===== src/rtl/simple_dir2_responder.sv =====
// simple_dir2_responder
//   Downstream consumer on the dir2 side of the `simple` interface. It watches
//   simple1 for value changes and queues each changed word in a small FIFO.
//   The FIFO drains at one pop every DRAIN_DIV cycles into a rotate-XOR
//   signature, which is driven back on simple2.
//
// Ports
//   clk         clock, all state updates on the rising edge
//   rst         synchronous active-high reset, overrides every other event
//   en          capture enable for simple1 monitoring (draining ignores it)
//   simple1     observed word from the dir1 producer
//   simple2     registered rotate-XOR signature of every drained word
//   change_cnt  registered count of detected changes, saturates at 0xFFFF
//   fifo_level  registered FIFO occupancy
//   overflow    registered sticky flag: a change was dropped on a full FIFO
//   busy        combinational, fifo_level != 0
module simple_dir2_responder #(
  parameter int unsigned WIDTH     = 32,
  parameter int unsigned DEPTH     = 4,
  parameter int unsigned DRAIN_DIV = 2
) (
  input  logic                     clk,
  input  logic                     rst,
  input  logic                     en,
  input  logic [WIDTH-1:0]         simple1,
  output logic [WIDTH-1:0]         simple2,
  output logic [15:0]              change_cnt,
  output logic [$clog2(DEPTH):0]   fifo_level,
  output logic                     overflow,
  output logic                     busy
);

  localparam int unsigned ADDR_W = (DEPTH > 1) ? $clog2(DEPTH) : 1;
  localparam int unsigned PTR_W  = ADDR_W + 1;
  localparam int unsigned CNT_W  = (DRAIN_DIV > 1) ? $clog2(DRAIN_DIV) : 1;

  localparam logic [CNT_W-1:0] DIV_LAST = CNT_W'(DRAIN_DIV - 1);
  localparam logic [15:0]      CNT_MAX  = 16'hFFFF;

  // Registered state
  logic [WIDTH-1:0] prev_q,       prev_d;
  logic             seeded_q,     seeded_d;
  logic [WIDTH-1:0] simple2_q,    simple2_d;
  logic [15:0]      change_cnt_q, change_cnt_d;
  logic             overflow_q,   overflow_d;
  logic [PTR_W-1:0] wptr_q,       wptr_d;
  logic [PTR_W-1:0] rptr_q,       rptr_d;
  logic [PTR_W-1:0] level_q,      level_d;
  logic [CNT_W-1:0] div_q,        div_d;

  // FIFO storage; contents are discarded on reset by clearing the pointers
  logic [WIDTH-1:0] mem_q [DEPTH];

  // Combinational helpers
  logic             fifo_empty;
  logic             fifo_full;
  logic             pop;
  logic             push_req;
  logic             push_ok;
  logic [WIDTH-1:0] head;

  // Full/empty from the wrap-bit pointer pair
  always_comb begin
    fifo_empty = (wptr_q == rptr_q);
    fifo_full  = (wptr_q[ADDR_W-1:0] == rptr_q[ADDR_W-1:0]) &&
                 (wptr_q[PTR_W-1] != rptr_q[PTR_W-1]);
    head       = mem_q[rptr_q[ADDR_W-1:0]];
    pop        = !fifo_empty && (div_q == DIV_LAST);
  end

  // Seeding and change detection on simple1
  always_comb begin
    prev_d       = prev_q;
    seeded_d     = seeded_q;
    change_cnt_d = change_cnt_q;
    push_req     = 1'b0;
    if (en) begin
      if (!seeded_q) begin
        // First enabled edge only captures a reference value
        prev_d   = simple1;
        seeded_d = 1'b1;
      end else if (simple1 != prev_q) begin
        prev_d   = simple1;
        push_req = 1'b1;
        if (change_cnt_q != CNT_MAX) begin
          change_cnt_d = change_cnt_q + 16'd1;
        end
      end
    end
  end

  // Push acceptance: a full FIFO still accepts when the head leaves this edge
  always_comb begin
    push_ok    = push_req && (!fifo_full || pop);
    overflow_d = overflow_q | (push_req && !push_ok);
    wptr_d     = push_ok ? (wptr_q + PTR_W'(1)) : wptr_q;
    rptr_d     = pop     ? (rptr_q + PTR_W'(1)) : rptr_q;
    level_d    = wptr_d - rptr_d;
  end

  // Drain pacing and signature update
  always_comb begin
    div_d     = div_q;
    simple2_d = simple2_q;
    if (fifo_empty) begin
      div_d = '0;
    end else if (div_q == DIV_LAST) begin
      div_d = '0;
    end else begin
      div_d = div_q + CNT_W'(1);
    end
    if (pop) begin
      simple2_d = {simple2_q[WIDTH-2:0], simple2_q[WIDTH-1]} ^ head;
    end
  end

  // Control and output registers
  always_ff @(posedge clk) begin
    if (rst) begin
      prev_q       <= '0;
      seeded_q     <= 1'b0;
      simple2_q    <= '0;
      change_cnt_q <= '0;
      overflow_q   <= 1'b0;
      wptr_q       <= '0;
      rptr_q       <= '0;
      level_q      <= '0;
      div_q        <= '0;
    end else begin
      prev_q       <= prev_d;
      seeded_q     <= seeded_d;
      simple2_q    <= simple2_d;
      change_cnt_q <= change_cnt_d;
      overflow_q   <= overflow_d;
      wptr_q       <= wptr_d;
      rptr_q       <= rptr_d;
      level_q      <= level_d;
      div_q        <= div_d;
    end
  end

  // FIFO write port; the slot being popped is read before this write lands
  always_ff @(posedge clk) begin
    if (!rst && push_ok) begin
      mem_q[wptr_q[ADDR_W-1:0]] <= simple1;
    end
  end

  assign simple2    = simple2_q;
  assign change_cnt = change_cnt_q;
  assign fifo_level = level_q;
  assign overflow   = overflow_q;
  assign busy       = (level_q != '0);

endmodule

===== config.mk =====
export PLATFORM = sky130hd
export DESIGN_NAME = simple_dir2_responder
export DESIGN_NICKNAME = d
export VERILOG_FILES = /design/src/rtl/simple_dir2_responder.sv
export SDC_FILE = /design/constraint.sdc
export NUM_CORES = 1
export LEC_CHECK = 0
export ABC_AREA = 0
export CAP_MARGIN = 20
export CELL_PAD_IN_SITES_DETAIL_PLACEMENT = 0
export CELL_PAD_IN_SITES_GLOBAL_PLACEMENT = 2
export CORE_ASPECT_RATIO = 0.9
export CORE_MARGIN = 2
export CORE_UTILIZATION = 37
export CTS_CLUSTER_DIAMETER = 80
export DETAILED_ROUTE_END_ITERATION = 16
export PLACE_DENSITY = 0.77
export SLEW_MARGIN = 0
export SYNTH_ARGS = -nofsm -noshare
export SYNTH_HDL_FRONTEND = slang
export SYNTH_SLANG_ARGS = --single-unit

===== constraint.sdc =====
create_clock -name clk -period 2.75 [get_ports clk]
set_input_delay 0.55 -clock clk [delete_from_list [all_inputs] [get_ports clk]]
set_output_delay 0.55 -clock clk [all_outputs]
set_load 0.01 [all_outputs]

After elaboration in Yosys (flattened, before gate mapping)
Memory sizes are Yosys's and may differ from the RTL's. A register that Yosys moved wholly into a read port is not among the register bits. Cells that the tools add are included.

Memories: 1. Input bits: 35. Memory bits (writable): 128. Flip-flop bits (word level): 92. Logic and storage cells: 47.

Equality and inequality tests: 6. Reductions and logical operators: 14. Add/sub/neg operators: 5. Bitwise gates (word level): 2. Muxes and demuxes: 10.

Memories: mem_q (depth 4, width 32, read ports 1, clocked after memory_dff 1, wr ports 1, line 52) `logic [WIDTH-1:0] mem_q [DEPTH];`.

Operators by type and width (count): $mux 32 (2); $ne 32x32->1 (1); $xor 32x32->32 (1); $add 16x1->16 const B (1); $ne 16x16->1 const B (1); $add 3x1->3 const B (2); $mux 3 (2); $logic_and 1x1->1 (5); $mux 1 (5); $logic_not 1->1 (4); $reduce_and 4->1 (1); $eq 3x3->1 (1); $reduce_bool 3->1 (1); $reduce_or 3->1 (1); $sub 3x3->3 (1); $eq 2x2->1 (1); $mux 2 (1); $ne 2x1->1 const B (1); $reduce_and 2->1 (1); $add 1x1->1 const B (1); $logic_or 1x1->1 (1); $ne 1x1->1 (1); $or 1x1->1 (1).

Logic depth before layout (Yosys ltp)
Depth in word-level cells: 8. Depth in mapped cells: 12.

Worst setup path before layout
No wires, ideal clock.

Path kind: input-to-reg. Start: input port simple1[17]. End: register level_q[2] (netlist: fifo_level[2]). Data arrival time: 2.704 ns. Setup time: 0.065 ns. Stages on the path: 11. Slack: -0.020 ns. Path buffers: 0. Cells stage by stage: xnor2_1 > nand4_1 > nor4_4 > a21oi_2 > xnor2_1 > ha_1 > inv_1 > fa_1 > xnor2_1 > xor3_1 > nor2_1.

Word-level cells in the longest chain between the ends: 7.

Ends and longest elaborated chain: from (decl) (line 25) `input logic [WIDTH-1:0] simple1,`; $ne 32x32->1 (line 82) `end else if (simple1 != prev_q) begin`; $mux 1 (line 82); $mux 1 (line 78) `if (!seeded_q) begin`; $mux 1 (line 77) `if (en) begin`; $logic_and 1x1->1 (line 94) `push_ok = push_req && (!fifo_full || pop);`; $mux 3 (line 96) `wptr_d = push_ok ? (wptr_q + PTR_W'(1)) : wptr_q;`; $sub 3x3->3 (line 98) `level_d = wptr_d - rptr_d;`; to (signal assigned) (line 137) `level_q <= level_d;`; to (decl) (line 48) `logic [PTR_W-1:0] level_q, level_d;`.

No other way between the ends. A chain may end at the register's enable or synchronous reset.

Worst setup path in the final report
Start: input port simple1[24]. End: register level_q[2] (netlist: fifo_level[2]).

Word-level cells in the longest chain between the ends: 7.

Ends and longest elaborated chain: $ne 32x32->1 (line 82); $mux 1 (line 82); $mux 1 (line 78); $mux 1 (line 77); $logic_and 1x1->1 (line 94); $mux 3 (line 96); via wptr_d[1] (line 46) `logic [PTR_W-1:0] wptr_q, wptr_d;`; $sub 3x3->3 (line 98).

The timed path passes the listed nets, and every way through them passes these cells.

==> flow_summary.toml <==
[run_status]
status = "completed"

[finish]
finish.utilization_pct = 47.6
fin_nets = 800
layout.cells.non_filler = 1082
insertedDiodeCount = 0
area_growth_pct = 27.2
drive_gt1_share_pct = 23.5

[clock_tree]
clk_pin_slew_ns = 0.06
cts_tree = "built"
clkSinkCount = 220
clock_path_buffers = 3
cts_buffers = 23
hold_buffers = 0
cts-root-buf = "clkbuf_16"
htreeDepth = 1
clk_latency_ns = 0.50

[synthesis]
synthCells = 619
syn_avg_cell_area_sq_um = 14.6
syn_nets = 662
synth-seq-cells = 220
ys_warn_count = 0
seq_area_frac_synth_pct = 63.1
synth_area_sq_um = 9020
synth_cell_types = 46

[setup_path]
cp-start-kind = "input pin"
endpoint_kind = "register"
ff2ff_path_depth = 10
path_max_fanout = 2
r2r_setup_slack_ns = 0.11
critPathArrivalTime_ns = 3.11
timing.rr.start = "prev_q[24]"
crit_type = "input pin to register"
r2r-end = "fifo_level[2]"
cp.required_ns = 3.19

[detailed_routing]
antenna_left = 0
dr.pass1.iters = 4
via_count = 5417
avgViaCountPerCell = 5.01
drtIter0Drc = 295
routed_wl_um = 19600
wl_per_cell_um = 18.1
drc = 0

[hold_path]
hold_end = "mem_q[1][29]"
worstHoldPathType = "input pin to register"
hold_depth = 1
hp-start = "simple1[29]"

[floorplan]
placement_rows = 54
die_x_um = 169
die-area_sq_um = 25600
start_util_pct = 37.4
core-area_sq_um = 24100
fp.dieH_um = 152
io_pins = 88

[power]
vdd_ir_drop_max_mv = 0.389
total_leakage_power_nw = 3.94
power.density_nw_per_um2 = 605
power_mw = 6.93

[sta]
fin_crit_ns = 2.67
setup_violations = 0
hold_ws_ns = 0.335
maxSlewViolCount = 0
worst_slew_pin_slew_ns = 0.714
fin_crit_sh_pct = 97.2
hold_viol_final = 0
skew_ns = 0.00838
rsz0062_at_grt = "no"
fmaxAchievable_mhz = 374
tns_ns = 0
slew_headroom_pct = 52.4

[grt]
grt_pass1_vias = 5611
grt-ovfl-total = 0
grt_max_degree = 47
grt_pass1_wl_um = 31200
track_usage_pct = 15.5
antenna_found_initial = 0

[placed_design]
dp_cells = 1032
port-buffer-count = 87
dp_hpwl_um = 13000
gp_congestion = 0.746

[job]
cap_violations = 0
## logic make-up after synthesis
logic type	Yosys count	share of synthesized area, %
flip-flops	220	63.1
AND/OR/NAND/NOR	144	8.45
XOR/XNOR	74	7.36
multiplexers	68	12.2
AO/OA/AOI/OAI	66	5.56
buffers and inverters	39	2.22
adder cells (fa/ha/maj)	8	1.19
## worst max-delay path by stage
stage | startpoint | endpoint | depth (start not counted)
floorplan | simple1[6] | fifo_level[2] | 11
global placement | simple1[26] | fifo_level[2] | 12
detailed placement | simple1[26] | fifo_level[2] | 12
CTS | prev_q[17] | fifo_level[2] | 12
global route | prev_q[28] | fifo_level[2] | 10
finish | simple1[24] | fifo_level[2] | 11
## cells in the mapped netlist, drive strengths merged
cell type / n / share of area, %
o21ai: 11 / 0.78
nand4b: 1 / 0.097
ha: 7 / 0.97
xor2: 2 / 0.19
a311oi: 1 / 0.097
nor3: 3 / 0.33
fa: 1 / 0.22
xor3: 1 / 0.26
or2: 1 / 0.069
or4: 2 / 0.17
inv: 7 / 0.29
and4: 1 / 0.097
nand4: 17 / 1.2
nor4: 2 / 0.47
mux2: 3 / 0.50
xnor2: 71 / 6.9
nand2b: 2 / 0.14
nor2: 78 / 3.2
nand2: 6 / 0.25
nor2b: 5 / 0.43
mux4: 32 / 8.0
a21o: 1 / 0.097
or3: 10 / 0.69
and2: 3 / 0.21
a31oi: 1 / 0.24
and3b: 4 / 0.39
edfxtp: 128 / 43
a211oi: 33 / 2.7
dfxtp: 92 / 20
clkbuf: 16 / 0.67
a21oi: 17 / 1.4
o31ai: 2 / 0.17
buf: 16 / 1.3
nand3: 2 / 0.11
or3b: 1 / 0.097
mux2i: 33 / 3.7
and3: 6 / 0.47
## registers in the layout, indices dropped and copies added, names as in the netlist
register    flops
simple2        32
div_q           1
fifo_level      3
overflow        1
wptr_q          3
seeded_q        1
prev_q         32
mem_q         128
change_cnt     16
rptr_q          3
## metrics by stage
step	worst slack [ns]	area, sq um
6_report	0.0781	11500
5_1_grt	0.0289	11500
4_1_cts	-0.0907	11400
3_5_place_dp	-0.739	10600
3_3_place_gp	-0.641	10600
2_1_floorplan	-0.0130	9020
## cells in the final DEF, fill, tap and decap left out, drive strengths merged, types with 11 or more instances in the layout
cell / netlist / layout
o21ai: 11 / 11
xnor2: 71 / 71
clkdlybuf4s50: 0 / 54
mux2i: 33 / 33
dfxtp: 92 / 92
dlygate4sd2: 0 / 20
nand4: 17 / 17
buf: 16 / 59
edfxtp: 128 / 128
clkbuf: 16 / 32
a21oi: 17 / 17
mux4: 32 / 32
a211oi: 33 / 33
nor2: 78 / 78
## area by class of cell
class,count,area (sq um)
inverters,7,26.3
clock buffers,29,598
repair buffers,145,1390
well taps,308,385
fillers,2060,12700
multi-input cells,360,3280
clock inverters,13,90.1
flip-flops and latches,220,5690
## metal layers
| metal | track usage, % | wire, um |
|---|---|---|
| met5 | 0 | 0 |
| met4 | 3.04 | 280 |
| met3 | 2.40 | 1060 |
| met2 | 26.3 | 9700 |
| met1 | 21.3 | 8590 |
## where the power goes
group / internal, mW / switching, mW
Sequential: 3.55 / 0.0438
Combinational: 0.252 / 0.240
Clock: 1.63 / 1.22
Total: 5.43 / 1.50
## critical path: stages
cell and delay (ns):
dlygate4sd2_1 0.27, xnor2_2 0.21, nand4_1 0.26, nor4_4 0.38
a21oi_2 0.13, buf_4 0.16, mux2_4 0.31, fa_2 0.38
xnor2_2 0.14, xor3_1 0.23, nor2_1 0.09
## repair_timing
action                     CTS  global route
buffers inserted             8             0
gates cloned                 0             0
pin swaps                   19            17
gates resized for setup     42            25
setup endpoints to repair    2             1
Note: power is estimated with default switching activity, not from simulation.
